File: config.mk
export PLATFORM = sky130hd
export DESIGN_NAME = alu_control
export DESIGN_NICKNAME = d
export VERILOG_FILES = /design/src/rtl/alu_control.sv
export SDC_FILE = /design/constraint.sdc
export NUM_CORES = 1
export LEC_CHECK = 0
export CAP_MARGIN = 20
export CORE_AREA = 10 10 47 49
export CTS_CLUSTER_SIZE = 24
export DETAILED_ROUTE_END_ITERATION = 8
export DIE_AREA = 0 0 57 59
export GPL_TIMING_DRIVEN = 0
export PLACE_DENSITY = 0.57
export SYNTH_ARGS = -nofsm -noshare
export SYNTH_HDL_FRONTEND = slang
export SYNTH_SLANG_ARGS = --single-unit
File: constraint.sdc
create_clock -name clk -period 0.8 [get_ports clk]
set_input_delay 0.12 -clock clk [delete_from_list [all_inputs] [get_ports clk]]
set_output_delay 0.12 -clock clk [all_outputs]
set_load 0.05 [all_outputs]
File: src/rtl/alu_control.sv
// ALU operation decoder: maps ALUOp/funct3/funct7 to a 4-bit ALU code plus an
// illegal-encoding flag, registered once per clock with async active-low reset.
module alu_control (
    input  logic       clk,
    input  logic       rst_n,
    input  logic [1:0] ALUOp,
    input  logic [2:0] funct3,
    input  logic [6:0] funct7,
    output logic [3:0] alu_ctrl,
    output logic       illegal
);

    localparam logic [3:0] OP_ADD  = 4'b0000;
    localparam logic [3:0] OP_SUB  = 4'b0001;
    localparam logic [3:0] OP_AND  = 4'b0010;
    localparam logic [3:0] OP_OR   = 4'b0011;
    localparam logic [3:0] OP_XOR  = 4'b0100;
    localparam logic [3:0] OP_SLL  = 4'b0101;
    localparam logic [3:0] OP_SRL  = 4'b0110;
    localparam logic [3:0] OP_SRA  = 4'b0111;
    localparam logic [3:0] OP_SLT  = 4'b1000;
    localparam logic [3:0] OP_SLTU = 4'b1001;

    localparam logic [1:0] CLS_MEM    = 2'b00;
    localparam logic [1:0] CLS_BRANCH = 2'b01;
    localparam logic [1:0] CLS_RTYPE  = 2'b10;
    localparam logic [1:0] CLS_ITYPE  = 2'b11;

    localparam logic [6:0] F7_BASE = 7'b0000000;
    localparam logic [6:0] F7_ALT  = 7'b0100000;

    logic       f7_base;
    logic       f7_alt;
    logic [3:0] ctrl_next;
    logic       illegal_next;

    assign f7_base = (funct7 == F7_BASE);
    assign f7_alt  = (funct7 == F7_ALT);

    always_comb begin
        ctrl_next    = OP_ADD;
        illegal_next = 1'b0;
        case (ALUOp)
            CLS_MEM: begin
                ctrl_next = OP_ADD;
            end

            CLS_BRANCH: begin
                case (funct3)
                    3'b000, 3'b001: ctrl_next = OP_SUB;
                    3'b100, 3'b101: ctrl_next = OP_SLT;
                    3'b110, 3'b111: ctrl_next = OP_SLTU;
                    3'b010, 3'b011: begin
                        ctrl_next    = OP_SUB;
                        illegal_next = 1'b1;
                    end
                    default: begin
                        ctrl_next    = OP_ADD;
                        illegal_next = 1'b1;
                    end
                endcase
            end

            // R-type: only ADD/SUB and SRL/SRA accept the alternate funct7
            CLS_RTYPE: begin
                case (funct3)
                    3'b000: begin
                        if (f7_base)     ctrl_next = OP_ADD;
                        else if (f7_alt) ctrl_next = OP_SUB;
                        else             illegal_next = 1'b1;
                    end
                    3'b101: begin
                        if (f7_base)     ctrl_next = OP_SRL;
                        else if (f7_alt) ctrl_next = OP_SRA;
                        else             illegal_next = 1'b1;
                    end
                    3'b001, 3'b010, 3'b011, 3'b100, 3'b110, 3'b111: begin
                        if (f7_base) begin
                            case (funct3)
                                3'b001:  ctrl_next = OP_SLL;
                                3'b010:  ctrl_next = OP_SLT;
                                3'b011:  ctrl_next = OP_SLTU;
                                3'b100:  ctrl_next = OP_XOR;
                                3'b110:  ctrl_next = OP_OR;
                                default: ctrl_next = OP_AND;
                            endcase
                        end else begin
                            illegal_next = 1'b1;
                        end
                    end
                    default: illegal_next = 1'b1;
                endcase
            end

            // I-type: funct7 is immediate bits except for the shift encodings
            CLS_ITYPE: begin
                case (funct3)
                    3'b000: ctrl_next = OP_ADD;
                    3'b010: ctrl_next = OP_SLT;
                    3'b011: ctrl_next = OP_SLTU;
                    3'b100: ctrl_next = OP_XOR;
                    3'b110: ctrl_next = OP_OR;
                    3'b111: ctrl_next = OP_AND;
                    3'b001: begin
                        if (f7_base) ctrl_next = OP_SLL;
                        else         illegal_next = 1'b1;
                    end
                    3'b101: begin
                        if (f7_base)     ctrl_next = OP_SRL;
                        else if (f7_alt) ctrl_next = OP_SRA;
                        else             illegal_next = 1'b1;
                    end
                    default: illegal_next = 1'b1;
                endcase
            end

            default: begin
                ctrl_next    = OP_ADD;
                illegal_next = 1'b1;
            end
        endcase
    end

    always_ff @(posedge clk or negedge rst_n) begin
        if (!rst_n) begin
            alu_ctrl <= OP_ADD;
            illegal  <= 1'b0;
        end else begin
            alu_ctrl <= ctrl_next;
            illegal  <= illegal_next;
        end
    end

endmodule

Yosys cells after proc, flatten, opt, wreduce, memory -nomap -nowiden. Index checks and enable logic that the tools add are counted.

Logic and storage cells: 40. Bits of input ports: 14. Output and inout port bits: 5. Bits in registers: 5.

Reduce and logical (&&, ||, !) cells: 9. Eq/ne operators: 11. Muxes and demuxes: 18.

Operators by type and width (count): case mux 4 bit (8 select lines) (1); case mux 4 bit (3 select lines) (2); case mux 4 bit (5 select lines) (1); case mux 4 bit (4 select lines) (1); equality test 3 bit, second input constant (4); two-way mux 3 bit (3); OR reduction 2 bit (4); equality test 7 x 6 -> 1 bit, second input constant (1); logical NOT 7 bit (1); equality test 3 x 2 -> 1 bit, second input constant (2); two-way mux 1 bit (6); OR reduction 6 bit (1); equality test 2 bit, second input constant (2); two-way mux 4 bit (1); case mux 1 bit (2 select lines) (2); OR reduction 4 bit (1); equality test 3 x 1 -> 1 bit, second input constant (1); logical NOT 3 bit (1); case mux 1 bit (3 select lines) (1); equality test 2 x 1 -> 1 bit, second input constant (1); logical NOT 2 bit (1).

Longest topological paths before layout. Gate-level depths: netlist of run 1.

Depth in word-level cells: 5. Mapped depth: 5. Mapped depth without buffers: 4.

Worst setup path after synthesis of run 1. Ideal clock, no wire load.

Path type: input to register. From: in funct7[6]. To: reg alu_ctrl[3]. Required time: 0.708 ns. Data arrival time: 1.109 ns. Stages on the path: 4. Path slack: -0.400 ns. Cell sequence: or4_4 > nor3_4 > a21oi_2 > o31ai_2.

Longest elaborated chain between the ends: 4.

Ends and longest elaborated chain: from (decl) (RTL line 8) `input logic [6:0] funct7,`; logical NOT 7 bit (RTL line 37) `assign f7_base = (funct7 == F7_BASE);`; two-way mux 4 bit (RTL line 78) `if (f7_base) begin`; case mux 4 bit (3 select lines) (RTL line 66) `case (funct3)`; case mux 4 bit (4 select lines) (RTL line 43) `case (ALUOp)`; named net ctrl_next[3] (RTL line 34) `logic [3:0] ctrl_next;`; to (signal assigned) (RTL line 129) `alu_ctrl <= ctrl_next;`; to (decl) (RTL line 9) `output logic [3:0] alu_ctrl,`.

The timed path passes the listed nets, and every way through them passes these cells.

Worst setup path after layout of run 1.
From: in funct7[0]. To: reg illegal.

Longest elaborated chain between the ends: 5. Elaborated cells between the ends (all ways): 8. Those cells by class: eq/ne: 1; mux: 6; reduce/logical: 1.

Ends and longest elaborated chain: equality test 7 x 6 -> 1 bit (RTL line 38) `assign f7_alt = (funct7 == F7_ALT);`; two-way mux 1 bit (RTL line 69, 74, 110); two-way mux 1 bit (RTL line 68) `if (f7_base) ctrl_next = OP_ADD;`; case mux 1 bit (2 select lines) (on tied branches) (RTL line 97, 66); case mux 1 bit (3 select lines) (*) (RTL line 43); named net illegal_next (RTL line 35) `logic illegal_next;`; to (signal assigned) (RTL line 130) `illegal <= illegal_next;`; to (decl) (RTL line 10) `output logic illegal`.

The timed path passes the listed nets; every way through them passes the cells marked *.

==> results.py, run 1 <==
metrics = {
    "run_status": {
        "outcome": "finished, violations left",
        "violations": "setup timing",
    },
    "placed_design": {
        "port_buffers": 17,
        "dp_cells": 80,
        "place.gp.congestion": 0.805,
        "dpl.hpwl_um": 828,
        "pre_cts_slack_ps": -877,
    },
    "setup_path": {
        "slowest_stage": "or4_4",
        "critPathLaunchType": "input pin",
        "path_max_fanout": 5,
        "worstSetupEndpointType": "flop",
        "critical_path_arrival_ps": 1230,
        "worstPathCellList": "buf_6 -> or4_4 -> nor3_4 -> o32ai_2 -> o2bb2ai_1",
        "crit_start": "funct7[0]",
        "required_ps": 910,
        "crit_end": "illegal",
        "path_class": "in -> reg",
        "slowest_delay_ps": 530,
    },
    "global_routing": {
        "grt_pass1_wl_mm": 1.70,
        "grt_pass1_vias": 422,
        "use_met3": 0.0193,
        "track_usage": 0.0630,
        "grtUsageMet2": 0.0915,
        "grt_max_degree": 11,
        "busiest_layer": "met2",
        "use_met1": 0.0676,
        "antenna_found_initial": 0,
        "grt_overflow": 0,
    },
    "timing": {
        "slew_viol_final": 0,
        "clock.fmax_mhz": 896,
        "slew_headroom": 0.818,
        "fin_crit_sh": 1.39,
        "finalWorstSetupSlack_ps": -316,
        "hold_viol": 0,
        "rsz0062_at_grt": "yes",
        "setup_violations": 10,
        "finalCriticalPeriod_ps": 1120,
        "worst_pin_slew_ps": 274,
    },
    "drt": {
        "wl_per_cell_um": 12.1,
        "drcViolationCount": 0,
        "dr_total_vias": 414,
        "routed_wl_mm": 1.02,
        "drt_pass1_iterations": 4,
        "ant_nets": 0,
        "initialDrtViolationCount": 5,
        "via_per_inst": 4.93,
    },
    "power": {
        "p_int_w": 0.000570,
        "switching_share": 0.295,
        "max-vdd-ir-drop_mv": 0.349,
        "power_frac_clock": 0.347,
        "p_total_w": 0.000810,
        "p_leak_nw": 0.279,
        "power_frac_comb": 0.315,
        "switchingPower_w": 0.000239,
        "power_frac_seq": 0.338,
        "power_density_nw_per_um2": 1330,
    },
    "synth": {
        "synth_cells": 47,
        "async_flop_share": 1.00,
        "synth_enable_flop_cells": 0,
        "avgSynthCellArea_um2": 8.04,
        "synthMostInstantiatedCell": "nand2_1",
        "yosysTopAreaCell": "dfrtp_1",
        "synth_top_area_share": 0.331,
        "ys_types": 21,
        "yosys_warnings": 0,
        "ys.flop_type": "dfrtp_1",
        "syn_nets": 61,
        "synth_area_leaders": "dfrtp_1, nand2_1, nor2b_1, a21oi_1, o21ai_0",
        "synth_common_cells": "nand2_1, dfrtp_1, nor2_1",
        "seq_area_frac_synth": 0.331,
        "ys_ff_latch": 5,
        "syn_area_um2": 378,
    },
    "clocking": {
        "cts_root_buf": "clkbuf_4",
        "numClockSinks": 5,
        "cts_tree": "yes",
        "ctsLongestPathBuffers": 2,
        "clkTransAtPathRegs_ps": 40,
        "htreeDepth": 1,
        "cts_buffers": 3,
    },
    "floorplan": {
        "rows": 14,
        "io_pins": 19,
        "dieHeight_um": 59,
        "dieArea_um2": 3360,
        "initial_utilization": 0.270,
        "core_um2": 1400,
        "die_x_um": 57,
    },
    "finish": {
        "final_nets": 83,
        "antennaDiodeCount": 0,
        "finalCoreUtilization": 0.434,
        "drive_above_1_share": 0.279,
        "fin_cells": 84,
        "area_growth_pct": 60.9,
        "fillers": 156,
    },
    "min_path": {
        "hold_path.class": "in -> async",
    },
    "job": {
        "max_cap_violations": 0,
    },
}
## cells by family after synthesis
| family | synth area share |
|---|---|
| buffers and inverters | 0.0795 |
| AND/OR/NAND/NOR | 0.315 |
| AO/OA/AOI/OAI | 0.275 |
| flip-flops | 0.331 |
## layout make-up
cell class,instances,area (µm²),area share
Buffer,2,22.5,0.0370
Sequential cell,5,125,0.206
Timing Repair Buffer,17,170,0.280
Tap cell,16,20.0,0.0329
Clock buffer,4,26.3,0.0432
Multi-Input combinational cell,37,233,0.383
Inverter,3,11.3,0.0185
## stage by stage
stage	hold slack [ps]	area, µm²	TNS, ps
after floorplan	-176	378	-1760
after global placement	343	568	-6300
after detailed placement	348	568	-6330
after CTS	91.0	597	-2330
after global routing	95.9	608	-2030
final	101	608	-1780
## repair_timing
| action | CTS | global route |
|---|---|---|
| setup buffers | 0 | 0 |
| pin swaps | 8 | 3 |
| setup endpoints to repair | 10 | 10 |
| resized for setup | 47 | 9 |
| hold buffers | 0 | 0 |
| endpoints found under the hold margin | 0 | 0 |
## worst min-delay path by stage
stage / cells after the start / to / from
6_report: 1 / alu_ctrl[3] / rst_n
5_1_grt: 1 / alu_ctrl[3] / rst_n
4_1_cts: 2 / alu_ctrl[3] / funct3[2]
3_5_place_dp: 2 / alu_ctrl[3] / funct3[2]
3_3_place_gp: 2 / illegal / funct3[2]
2_1_floorplan: 0 / alu_ctrl[0] / rst_n
## registers in the layout (all words and copies together) (netlist names)
register,count
alu_ctrl,4
illegal,1
## power by group through the flow
stage          Combinational, W  Clock, W  Sequential, W
2_1_floorplan         0.0000824         0       0.000324
3_3_place_gp           0.000253         0       0.000273
3_5_place_dp           0.000254         0       0.000275
4_1_cts                0.000251  0.000299       0.000273
5_1_grt                0.000277  0.000324       0.000275
6_report               0.000255  0.000281       0.000274
## metal layers
| metal | wire [µm] | vias up |
|---|---|---|
| li1 | - | 207 |
| met1 | 453 | 187 |
| met2 | 466 | 18 |
| met3 | 74 | 2 |
| met4 | 23 | 0 |
| met5 | 0 | - |
## critical path, delay by kind of cell
| kind | cells | cell delay (ps) |
|---|---|---|
| AND/OR/NAND/NOR | 2 | 760 |
| AO/OA/AOI/OAI | 2 | 260 |
| buffers and inverters | 1 | 90 |
## layout by cell type, fill, tap and decap left out, types with 3 or more instances in the layout
cell type        Yosys  final
buf_6                1      8
nand2_1              7      7
nor2_1               5      5
dfrtp_1              5      5
a21oi_1              4      4
clkdlybuf4s50_1      0      4
inv_1                3      3
nor2b_1              4      3
clkbuf_4             0      3
No activity file was read; power rests on OpenSTA's default activity.
==> run 2, diff against run 1 <==
--- a/config.mk
+++ b/config.mk
@@ -7,6 +7,7 @@
 export LEC_CHECK = 0
 export CAP_MARGIN = 20
 export CORE_AREA = 10 10 47 49
+export CTS_CLUSTER_DIAMETER = 80
 export CTS_CLUSTER_SIZE = 24
 export DETAILED_ROUTE_END_ITERATION = 8
 export DIE_AREA = 0 0 57 59
==> results of run 2 <==
No change in the layout: final DEF, timing and power equal those of run 1.
